==> src/rtl/fp16_pkg.sv <==
// Shared binary16 field widths, constants, sequencer states and flag bit positions
// used by the FP16 add/subtract sequencer and its operand classifier.
package fp16_pkg;

  localparam int EXP_W = 5;
  localparam int MAN_W = 10;
  localparam int SIG_W = 14;

  localparam logic [EXP_W-1:0] EXP_MAX = 5'd31;

  localparam logic [15:0] FP16_QNAN = 16'h7E00;
  localparam logic [15:0] FP16_PINF = 16'h7C00;

  typedef enum logic [2:0] {
    IDLE,
    ALIGN,
    ADD,
    NORM,
    PACK,
    DONE
  } state_e;

  // Positions inside flags = {invalid, overflow, underflow, inexact}
  localparam int FLAG_INVALID   = 3;
  localparam int FLAG_OVERFLOW  = 2;
  localparam int FLAG_UNDERFLOW = 1;
  localparam int FLAG_INEXACT   = 0;

  typedef struct packed {
    logic is_nan;
    logic is_inf;
    logic is_zero;
    logic is_sub;
  } fp16_class_t;

endpackage

==> src/rtl/fp16_classify.sv <==
// Combinational NaN/Inf/zero/subnormal decode of one binary16 magnitude.
// Subnormals report is_zero as well, since the sequencer flushes them.
module fp16_classify
  import fp16_pkg::*;
(
  input  logic [EXP_W+MAN_W-1:0] mag_i,
  output fp16_class_t            class_o
);

  logic [EXP_W-1:0] exp_f;
  logic             man_nz;

  assign exp_f  = mag_i[EXP_W+MAN_W-1:MAN_W];
  assign man_nz = |mag_i[MAN_W-1:0];

  always_comb begin
    class_o.is_nan  = (exp_f == EXP_MAX) && man_nz;
    class_o.is_inf  = (exp_f == EXP_MAX) && !man_nz;
    class_o.is_zero = (exp_f == '0);
    class_o.is_sub  = (exp_f == '0) && man_nz;
  end

endmodule

==> src/rtl/fp16_addsub_sequencer.sv <==
// Multi-cycle binary16 add/subtract: accept, align, add, normalise, pack, one shift per cycle.
// Define FP16_ROUND_NEAREST_EN for round-to-nearest-even; otherwise results are truncated.
module fp16_addsub_sequencer
  import fp16_pkg::*;
#(
  parameter int unsigned ALIGN_CLAMP = 14,
  parameter logic [15:0] NAN_VALUE   = FP16_QNAN
) (
  input  logic        clk,
  input  logic        rst,
  input  logic        in_valid,
  output logic        in_ready,
  input  logic [15:0] op_a,
  input  logic [15:0] op_b,
  input  logic        sub,
  output logic        out_valid,
  input  logic        out_ready,
  output logic [15:0] result,
  output logic [3:0]  flags
);

  localparam logic [EXP_W-1:0] EXP_LAST = EXP_MAX - 5'd1;

  state_e             state_q;
  logic               in_ready_q;
  logic               out_valid_q;
  logic [15:0]        result_q;
  logic [3:0]         flags_q;
  logic               sign_q;
  logic               eff_sub_q;
  logic [EXP_W-1:0]   exp_q;
  logic [SIG_W-1:0]   big_q;
  logic [SIG_W-1:0]   small_q;
  logic [3:0]         shift_q;
  logic [SIG_W:0]     sum_q;

  fp16_class_t        cls_a;
  fp16_class_t        cls_b;
  logic               a_sign;
  logic               b_sign;
  logic [14:0]        a_mag;
  logic [14:0]        b_mag;
  logic               a_is_big;
  logic [14:0]        big_mag;
  logic [14:0]        small_mag;
  logic [EXP_W-1:0]   exp_diff;
  logic [3:0]         shift_init;
  logic               special;
  logic [15:0]        spec_res;
  logic [3:0]         spec_flags;
  logic               round_up;
  logic [EXP_W+MAN_W-1:0] rounded;

  assign a_sign = op_a[15];
  assign b_sign = op_b[15] ^ sub;
  assign a_mag  = op_a[14:0];
  assign b_mag  = op_b[14:0];

  fp16_classify u_class_a (.mag_i(a_mag), .class_o(cls_a));
  fp16_classify u_class_b (.mag_i(b_mag), .class_o(cls_b));

  assign a_is_big  = (a_mag >= b_mag);
  assign big_mag   = a_is_big ? a_mag : b_mag;
  assign small_mag = a_is_big ? b_mag : a_mag;
  assign exp_diff  = big_mag[14:10] - small_mag[14:10];
  assign shift_init = ({27'd0, exp_diff} > ALIGN_CLAMP) ? 4'(ALIGN_CLAMP) : exp_diff[3:0];

  // Special operands resolve straight from the inputs and skip the datapath.
  always_comb begin
    special    = 1'b1;
    spec_res   = '0;
    spec_flags = '0;
    spec_flags[FLAG_INEXACT] = cls_a.is_sub | cls_b.is_sub;
    if (cls_a.is_nan || cls_b.is_nan) begin
      spec_res = NAN_VALUE;
      spec_flags[FLAG_INVALID] = 1'b1;
    end else if (cls_a.is_inf && cls_b.is_inf) begin
      if (a_sign != b_sign) begin
        spec_res = NAN_VALUE;
        spec_flags[FLAG_INVALID] = 1'b1;
      end else begin
        spec_res = {a_sign, FP16_PINF[14:0]};
      end
    end else if (cls_a.is_inf) begin
      spec_res = {a_sign, a_mag};
    end else if (cls_b.is_inf) begin
      spec_res = {b_sign, b_mag};
    end else if (cls_a.is_zero && cls_b.is_zero) begin
      spec_res = {a_sign & b_sign, 15'd0};
    end else if (cls_a.is_zero) begin
      spec_res = {b_sign, b_mag};
    end else if (cls_b.is_zero) begin
      spec_res = {a_sign, a_mag};
    end else if ((a_mag == b_mag) && (a_sign != b_sign)) begin
      spec_res = '0;
    end else begin
      special = 1'b0;
    end
  end

  // A mantissa carry out of the rounding increment ripples into the exponent field.
  always_comb begin
`ifdef FP16_ROUND_NEAREST_EN
    round_up = sum_q[2] & (sum_q[1] | sum_q[0] | sum_q[3]);
`else
    round_up = 1'b0;
`endif
    rounded = {exp_q, sum_q[12:3]} + {{(EXP_W+MAN_W-1){1'b0}}, round_up};
  end

  always_ff @(posedge clk) begin
    if (rst) begin
      state_q     <= IDLE;
      in_ready_q  <= 1'b1;
      out_valid_q <= 1'b0;
      result_q    <= '0;
      flags_q     <= '0;
      sign_q      <= 1'b0;
      eff_sub_q   <= 1'b0;
      exp_q       <= '0;
      big_q       <= '0;
      small_q     <= '0;
      shift_q     <= '0;
      sum_q       <= '0;
    end else begin
      case (state_q)
        IDLE: begin
          if (in_valid) begin
            in_ready_q <= 1'b0;
            if (special) begin
              result_q    <= spec_res;
              flags_q     <= spec_flags;
              out_valid_q <= 1'b1;
              state_q     <= DONE;
            end else begin
              sign_q    <= a_is_big ? a_sign : b_sign;
              eff_sub_q <= a_sign ^ b_sign;
              exp_q     <= big_mag[14:10];
              big_q     <= {1'b1, big_mag[9:0], 3'b000};
              small_q   <= {1'b1, small_mag[9:0], 3'b000};
              shift_q   <= shift_init;
              flags_q   <= '0;
              state_q   <= ALIGN;
            end
          end
        end
        ALIGN: begin
          if (shift_q == 4'd0) begin
            state_q <= ADD;
          end else begin
            small_q <= {1'b0, small_q[SIG_W-1:2], small_q[1] | small_q[0]};
            shift_q <= shift_q - 4'd1;
          end
        end
        ADD: begin
          sum_q   <= eff_sub_q ? ({1'b0, big_q} - {1'b0, small_q})
                               : ({1'b0, big_q} + {1'b0, small_q});
          state_q <= NORM;
        end
        NORM: begin
          if (sum_q[SIG_W]) begin
            sum_q <= {1'b0, sum_q[SIG_W:2], sum_q[1] | sum_q[0]};
            if (exp_q == EXP_LAST) begin
              result_q    <= {sign_q, FP16_PINF[14:0]};
              flags_q     <= 4'b0101;
              out_valid_q <= 1'b1;
              state_q     <= DONE;
            end else begin
              exp_q   <= exp_q + 5'd1;
              state_q <= PACK;
            end
          end else if (!sum_q[SIG_W-1]) begin
            sum_q <= {sum_q[SIG_W-1:0], 1'b0};
            if (exp_q == 5'd1) begin
              result_q    <= {sign_q, 15'd0};
              flags_q     <= 4'b0011;
              out_valid_q <= 1'b1;
              state_q     <= DONE;
            end else begin
              exp_q <= exp_q - 5'd1;
              if (sum_q[SIG_W-2]) begin
                state_q <= PACK;
              end
            end
          end else begin
            state_q <= PACK;
          end
        end
        PACK: begin
          if (rounded[14:10] == EXP_MAX) begin
            result_q <= {sign_q, FP16_PINF[14:0]};
            flags_q  <= 4'b0101;
          end else begin
            result_q <= {sign_q, rounded};
            flags_q  <= {3'b000, |sum_q[2:0]};
          end
          out_valid_q <= 1'b1;
          state_q     <= DONE;
        end
        DONE: begin
          if (out_ready) begin
            out_valid_q <= 1'b0;
            in_ready_q  <= 1'b1;
            state_q     <= IDLE;
          end
        end
        default: begin
          state_q     <= IDLE;
          in_ready_q  <= 1'b1;
          out_valid_q <= 1'b0;
        end
      endcase
    end
  end

  assign in_ready  = in_ready_q;
  assign out_valid = out_valid_q;
  assign result    = result_q;
  assign flags     = flags_q;

endmodule

==> config.mk <==
export PLATFORM = sky130hd
export DESIGN_NAME = fp16_addsub_sequencer
export DESIGN_NICKNAME = d
export VERILOG_FILES = /design/src/rtl/fp16_pkg.sv /design/src/rtl/fp16_classify.sv /design/src/rtl/fp16_addsub_sequencer.sv
export SDC_FILE = /design/constraint.sdc
export NUM_CORES = 1
export LEC_CHECK = 0
export ABC_AREA = 0
export BUFFER_PORTS_ARGS = -buffer_cell sky130_fd_sc_hd__buf_2
export CAP_MARGIN = 15
export CORE_ASPECT_RATIO = 0.6
export CORE_MARGIN = 5
export CORE_UTILIZATION = 33
export DETAILED_ROUTE_END_ITERATION = 8
export GPL_ROUTABILITY_DRIVEN = 1
export HOLD_SLACK_MARGIN = 0.12
export SLEW_MARGIN = 20
export SYNTH_ARGS = -nofsm -noshare
export SYNTH_HDL_FRONTEND = slang
export SYNTH_SLANG_ARGS = --single-unit
==> constraint.sdc <==
create_clock -name clk -period 3.6 [get_ports clk]
set_input_delay 1.08 -clock clk [delete_from_list [all_inputs] [get_ports clk]]
set_output_delay 1.08 -clock clk [all_outputs]
set_load 0.1 [all_outputs]
==> results of run 1 <==
[metrics by stage]
| step | util, % | cells | TNS [ns] |
|---|---|---|---|
| after detailed placement | 39.89 | 1156 | -1.140 |
| final | 41.83 | 1173 | 0 |
| after global placement | 39.89 | 1156 | -0.5922 |
| after global routing | 41.83 | 1173 | -0.03569 |
| after CTS | 41.71 | 1172 | 0 |
| after floorplan | - | 819 | -0.007464 |
[layout by cell type, fill, tap and decap left out, types with 18 or more instances in the layout]
cell type  instances
nor2_1           142
a21oi_1           89
buf_4             85
dfxtp_1           76
buf_2             58
nand2_1           50
inv_1             46
ha_1              41
a211oi_1          40
o21ai_0           30
nor3_1            25
o211ai_1          18
[flip-flops by register name, indices dropped and copies added, names as in the netlist]
register   flops
state_q        3
sign_q         1
result        16
small_q       14
big_q         11
exp_q          5
sum_q         15
eff_sub_q      1
flags          4
out_valid      1
shift_q        4
in_ready       1
[critical path, delay by kind of cell]
kind	cells	cell delay, ns
xor gates and xnor gates	1	0.21
AOI/OAI and AO/OA	4	0.62
adders and majority gates	1	0.28
and+or+nand+nor	4	1.00
buffers and inverters	4	0.50
[final cells by class]
cell class	count	share of cell area (%)
clock inverters	6	1.165
inverters	50	2.663
flip-flops and latches	76	20.24
repair buffers	146	13.03
clock buffers	10	3.179
multi-input cells	645	55.73
well taps	240	3.994
[power breakdown]
group | internal [mW] | switching, mW
logic | 1.02 | 1.91
registers | 1.08 | 0.306
clock network | 0.625 | 0.381
total | 2.72 | 2.60
[synthesized netlist by cell type, types with 7 or more instances]
master	n	share of area [%]
clkbuf_1	35	2.2
o21ai_0	31	2.6
nand3_1	13	1.1
xnor2_1	12	1.8
nor2_1	143	8.9
o211ai_1	18	2.3
mux2i_1	15	2.5
nor4_1	9	0.94
a21oi_1	90	7.5
buf_2	7	0.58
a211oi_1	42	5.3
dfxtp_1	76	25
inv_1	49	3.1
a22oi_1	18	2.3
nor3_1	25	2.1
ha_1	46	9.6
nand2_1	50	3.1
[routing by layer]
layer  vias up  global-route usage (%)  wire length (µm)
li1       3185                       -                 -
met1      2971                   32.97             11060
met5         -                       0                 0
met4         0                   3.102               174
met2       223                   22.44              6986
met3        15                   3.175              1609
[worst paths after layout]
check / slack [ns] / start / to / cells after the start
min reg2reg: 0.48 / shift_q[1]$_SDFFE_PP0P_ / shift_q[1]$_SDFFE_PP0P_ / 2
max: 0.13 / op_b[12] / shift_q[1]$_SDFFE_PP0P_ / 14
max reg2reg: 0.73 / big_q[3]$_SDFFE_PP0P_ / sum_q[13]$_SDFFE_PP0P_ / 12
min: 0.48 / shift_q[1]$_SDFFE_PP0P_ / shift_q[1]$_SDFFE_PP0P_ / 2
[what timing repair did]
item | 4_1_cts | 5_1_grt
hold buffers | 0 | 0
gates resized for setup | 0 | 3
setup endpoints to repair | 0 | 5
setup buffers | 0 | 1
[cells by family after synthesis]
group	Yosys count	synth area share (%)
AND/OR/NAND/NOR	298	23.24
AO/OA/AOI/OAI	264	29.20
buffers and inverters	98	6.341
flip-flops	76	25.37
adder cells (fa/ha/maj)	47	9.929
multiplexers	19	3.316
XOR/XNOR	17	2.607
==> impl_metrics.csv, run 1 <==
group,metric,value,unit
synthesis,synth_edf_count,0,
clocking,cts.sinks,76,
drt,vias,6394,
place,placed_cell_area,7169,µm²
synthesis,syn_inst,819,
place,place.gp.congestion,0.8947,
place,dp_slack,-0.2605,ns
timing,maxSlewViolCount,0,
synthesis,yosys.cell_types.count,71,
status,status,"completed",
worst_setup_path,worst_setup_path_start_kind,"primary input",
cells_and_area,regArea,1521,µm²
clocking,clkTransAtPathRegs,0.06,ns
clocking,cts_htree_levels,3,
synthesis,syn_nets,903,
timing,hold_viol_final,0,
worst_setup_path,cp.arrival,3.70,ns
floorplan,row_count,38,
cells_and_area,n_antenna_cell,0,
min_path,hp-class,"flip-flop to flip-flop",
place,dp_hpwl,15.51,mm
synthesis,synth_seq_area_share,25.37,%
global_routing,grt_pass1_wl,31.46,mm
worst_setup_path,cp.required,3.83,ns
drt,first_pass_iters,5,
power_and_ir_drop,vdd_drop_max,0.0003831,V
timing,fmax,288.0,MHz
worst_setup_path,cp_slowest_cell,"nor4_4",
floorplan,die_h,114.4,µm
floorplan,core_area,17970,µm²
timing,period_share,96.45,%
clocking,cts_made_buffers,9,
global_routing,antenna_found_initial,0,
global_routing,grt_pass1_vias,5585,
cells_and_area,nets,1012,
synthesis,ys_async_sr_fraction,0,%
timing,tightestPinTransition,0.8201,ns
synthesis,synth-warning-count,0,
worst_setup_path,crit_chain,"buf_2, inv_12, ha_4, nand4_1, nor4_4, a2111oi_4, buf_4, buf_4, and4_1, nor3_4, o221ai_2, xor2_2, o311ai_1, a21oi_1",
worst_setup_path,cp_common_cell,"buf_4",
drt,vias_per_cell,5.451,
cells_and_area,fillers,1900,
drt,drt-initial-drc-count,679,
floorplan,start_util,33.38,%
timing,fin_worst_skew,0.006203,ns
worst_setup_path,max_stage_delay,0.40,ns
synthesis,syn_area,5998,µm²
worst_setup_path,critPathMaxFanout,4,
power_and_ir_drop,report.power.total,5.322,mW
synthesis,synth-seq-cells,76,
timing,relSlewSlack,45.25,%
floorplan,dieArea,21060,µm²
cells_and_area,fin_area,7518,µm²
clocking,clk_latency,0.34,ns
timing,grt_setup_unrepaired,"yes",
global_routing,grt_overflow,0,
clocking,cts_root_buf,"clkbuf_16",
timing,hold_slack,0.4843,ns
drt,wl,19.83,mm
drt,ant_nets,0,
synthesis,synth_ff_type,"dfxtp_1",
global_routing,track_usage,18.74,%
drt,wl_per_cell,16.90,µm
drt,drc_errors,0,
cells_and_area,layout-drive-gt1-share,21.33,%
place,port_buffers,58,
timing,setup_viol,0,
clocking,cts_max_path_buffers,2,
synthesis,avgSynthCellArea,7.324,µm²
worst_setup_path,critPathCaptureType,"flip-flop",
clocking,tritoncts,"yes",
floorplan,die_w,184.1,µm
worst_setup_path,crit_type,"primary input to flip-flop",
floorplan,io_pins,59,
cells_and_area,area_delta_synth_final,25.34,%
global_routing,grt_max_degree,40,
timing,period_needed,3.472,ns
job,drv_cap,0,
power_and_ir_drop,total_leakage_power,3.131,nW
timing,setup_slack,0.1279,ns
cells_and_area,multiInputGateArea,4190,µm²
power_and_ir_drop,power.density,707.9,nW/µm²
Power figures use the tool's default switching activity.
==> run 2, diff against run 1 <==
Settings changed: CELL_PAD_IN_SITES_DETAIL_PLACEMENT from default to 1, CELL_PAD_IN_SITES_GLOBAL_PLACEMENT from default to 1, PLACE_DENSITY_LB_ADDON from default to 0.1, SLEW_MARGIN 20 to 15.
==> impl_metrics.csv, run 2 (synthesis gave the netlist of run 1 again) <==
group,metric,value,unit
status,status,"completed",
drt,first_pass_iters,5,
floorplan,core_area,17970,µm²
cells_and_area,largest_reg_flops,16,
cells_and_area,n_antenna_cell,0,
power_and_ir_drop,vdd_drop_max,0.0003469,V
worst_setup_path,cp.required,3.80,ns
cells_and_area,layout-drive-gt1-share,21.31,%
min_path,min_from,"flags[2]$_SDFFE_PP0P_",
worst_setup_path,crit_buf_inv,2,
floorplan,start_util,33.38,%
worst_setup_path,crit_path_start,"op_b[12]",
place,placed_cells,1151,
worst_setup_path,crit_type,"primary input to flip-flop",
clocking,clk_latency,0.35,ns
worst_setup_path,crit_chain,"buf_2, inv_12, ha_4, and2_4, and3_4, a2111oi_4, and3_1, a22oi_2, ha_2, nor3_4, o221ai_2, xor2_2, o311ai_2, a21oi_1",
cells_and_area,layout.cells.most_common,"nor2_1",
worst_setup_path,cp_slowest_cell,"a2111oi_4",
timing,fin_worst_skew,0.007848,ns
global_routing,grt_overflow,0,
drt,wl_per_cell,19.65,µm
worst_setup_path,critPathCaptureType,"flip-flop",
cells_and_area,final_cell_mix,"nor2_1, a21oi_1, buf_4, dfxtp_1, buf_2",
floorplan,row_count,38,
clocking,cts_made_buffers,9,
timing,period_share,96.12,%
floorplan,io_pins,59,
place,dp_slack,-0.3068,ns
min_path,hp-class,"flip-flop to flip-flop",
cells_and_area,final_cells,1169,
clocking,cts_max_path_buffers,2,
floorplan,die_w,184.1,µm
drt,ant_nets,0,
drt,vias,6501,
global_routing,grt_pass1_wl,37.07,mm
floorplan,die_h,114.4,µm
power_and_ir_drop,report.power.total,5.378,mW
clocking,tritoncts,"yes",
drt,vias_per_cell,5.561,
floorplan,dieArea,21060,µm²
timing,relSlewSlack,46.59,%
drt,top_layer,"met4",
worst_setup_path,critPathMaxFanout,4,
timing,tightestPinTransition,0.7908,ns
clocking,cts_htree_levels,3,
worst_setup_path,crit_family,"compound AO/OA/AOI/OAI gates",
cells_and_area,nets,1008,
worst_setup_path,rr_startpoint,"small_q[3]$_SDFFE_PP0P_",
drt,wl_met3,777,µm
place,dp_hpwl,18.26,mm
worst_setup_path,max_stage_delay,0.39,ns
worst_setup_path,cp.arrival,3.66,ns
worst_setup_path,r2r_slack,0.55,ns
power_and_ir_drop,total_leakage_power,3.117,nW
power_and_ir_drop,power.density,718.0,nW/µm²
timing,hold_viol_final,0,
global_routing,grt_pass1_vias,6603,
place,port_buffers,58,
clocking,cts.sinks,76,
timing,hold_slack,0.4864,ns
clocking,cts_root_buf,"clkbuf_16",
timing,setup_viol,0,
clocking,cts_hold_buf,0,
worst_setup_path,worst_setup_path_start_kind,"primary input",
drt,wl_met1,12.59,mm
cells_and_area,area_delta_synth_final,24.89,%
clocking,clkTransAtPathRegs,0.06,ns
global_routing,antenna_found_initial,0,
drt,wl,22.98,mm
timing,fmax,289.0,MHz
job,drv_cap,0,
global_routing,grt_max_degree,53,
drt,drt-initial-drc-count,348,
cells_and_area,fillers,2227,
drt,wl_met2,9.417,mm
timing,maxSlewViolCount,0,
place,place.gp.congestion,0.8670,
drt,drc_errors,0,
timing,period_needed,3.460,ns
timing,setup_slack,0.1396,ns
global_routing,track_usage,22.21,%
-- run 2: changes by cell type in the layout (fill, tap and decap cells not counted), moves of 2 or more --
cell	before	now
buf_4	85	82
o311ai_2	0	2
clkinvlp_4	3	1
o311ai_1	2	0
clkinv_2	1	3
-- run 2: final timing paths --
kind,to,cells past startpoint
worst min-delay path,flags[2]$_SDFFE_PP0P_,2
worst max register to register,sum_q[10]$_SDFFE_PP0P_,10
worst min register to register,flags[2]$_SDFFE_PP0P_,2
worst max-delay path,shift_q[3]$_SDFFE_PP0P_,14
-- run 2: metal layers --
metal,global-route usage (%),vias to the layer above
li1,-,3175
met3,3.683,14
met1,35.11,3219
met2,31.70,93
met4,3.594,0
met5,0,-
-- run 2: final cells by class --
cell class                      instances  area (µm²)  share of cell area, %
Multi-Input combinational cell        645        4207                  56.15
Sequential cell                        76        1521                  20.31
Timing Repair Buffer                  142       945.9                  12.63
Tap cell                              240       300.3                  4.009
Clock buffer                            9       225.2                  3.007
Inverter                               50       200.2                  2.672
Clock inverter                          7       91.34                  1.219
-- run 2: per-stage QoR --
step | TNS [ns] | cell area [µm²] | util, %
2_1_floorplan | -0.007464 | 6091 | -
3_3_place_gp | -0.4013 | 7132 | 39.68
6_report | 0 | 7491 | 41.68
5_1_grt | -0.02649 | 7491 | 41.68
3_5_place_dp | -1.487 | 7132 | 39.68
4_1_cts | 0 | 7448 | 41.44
-- run 2: tightest hold or removal path, stage by stage (launching register included) --
cell and delay (ns):
dfxtp_1 0.32, a21oi_1 0.06, nor2_1 0.07
-- run 2: what timing repair did --
action,4_1_cts,5_1_grt
setup buffers,0,2
gates resized for setup,0,6
endpoints found under the hold margin,0,0
setup endpoints to repair,0,4
-- run 2: where the power goes --
part	switching [mW]	total, mW	internal, mW
clock network	0.390	0.995	0.605
registers	0.331	1.41	1.08
logic	1.97	2.97	1.00
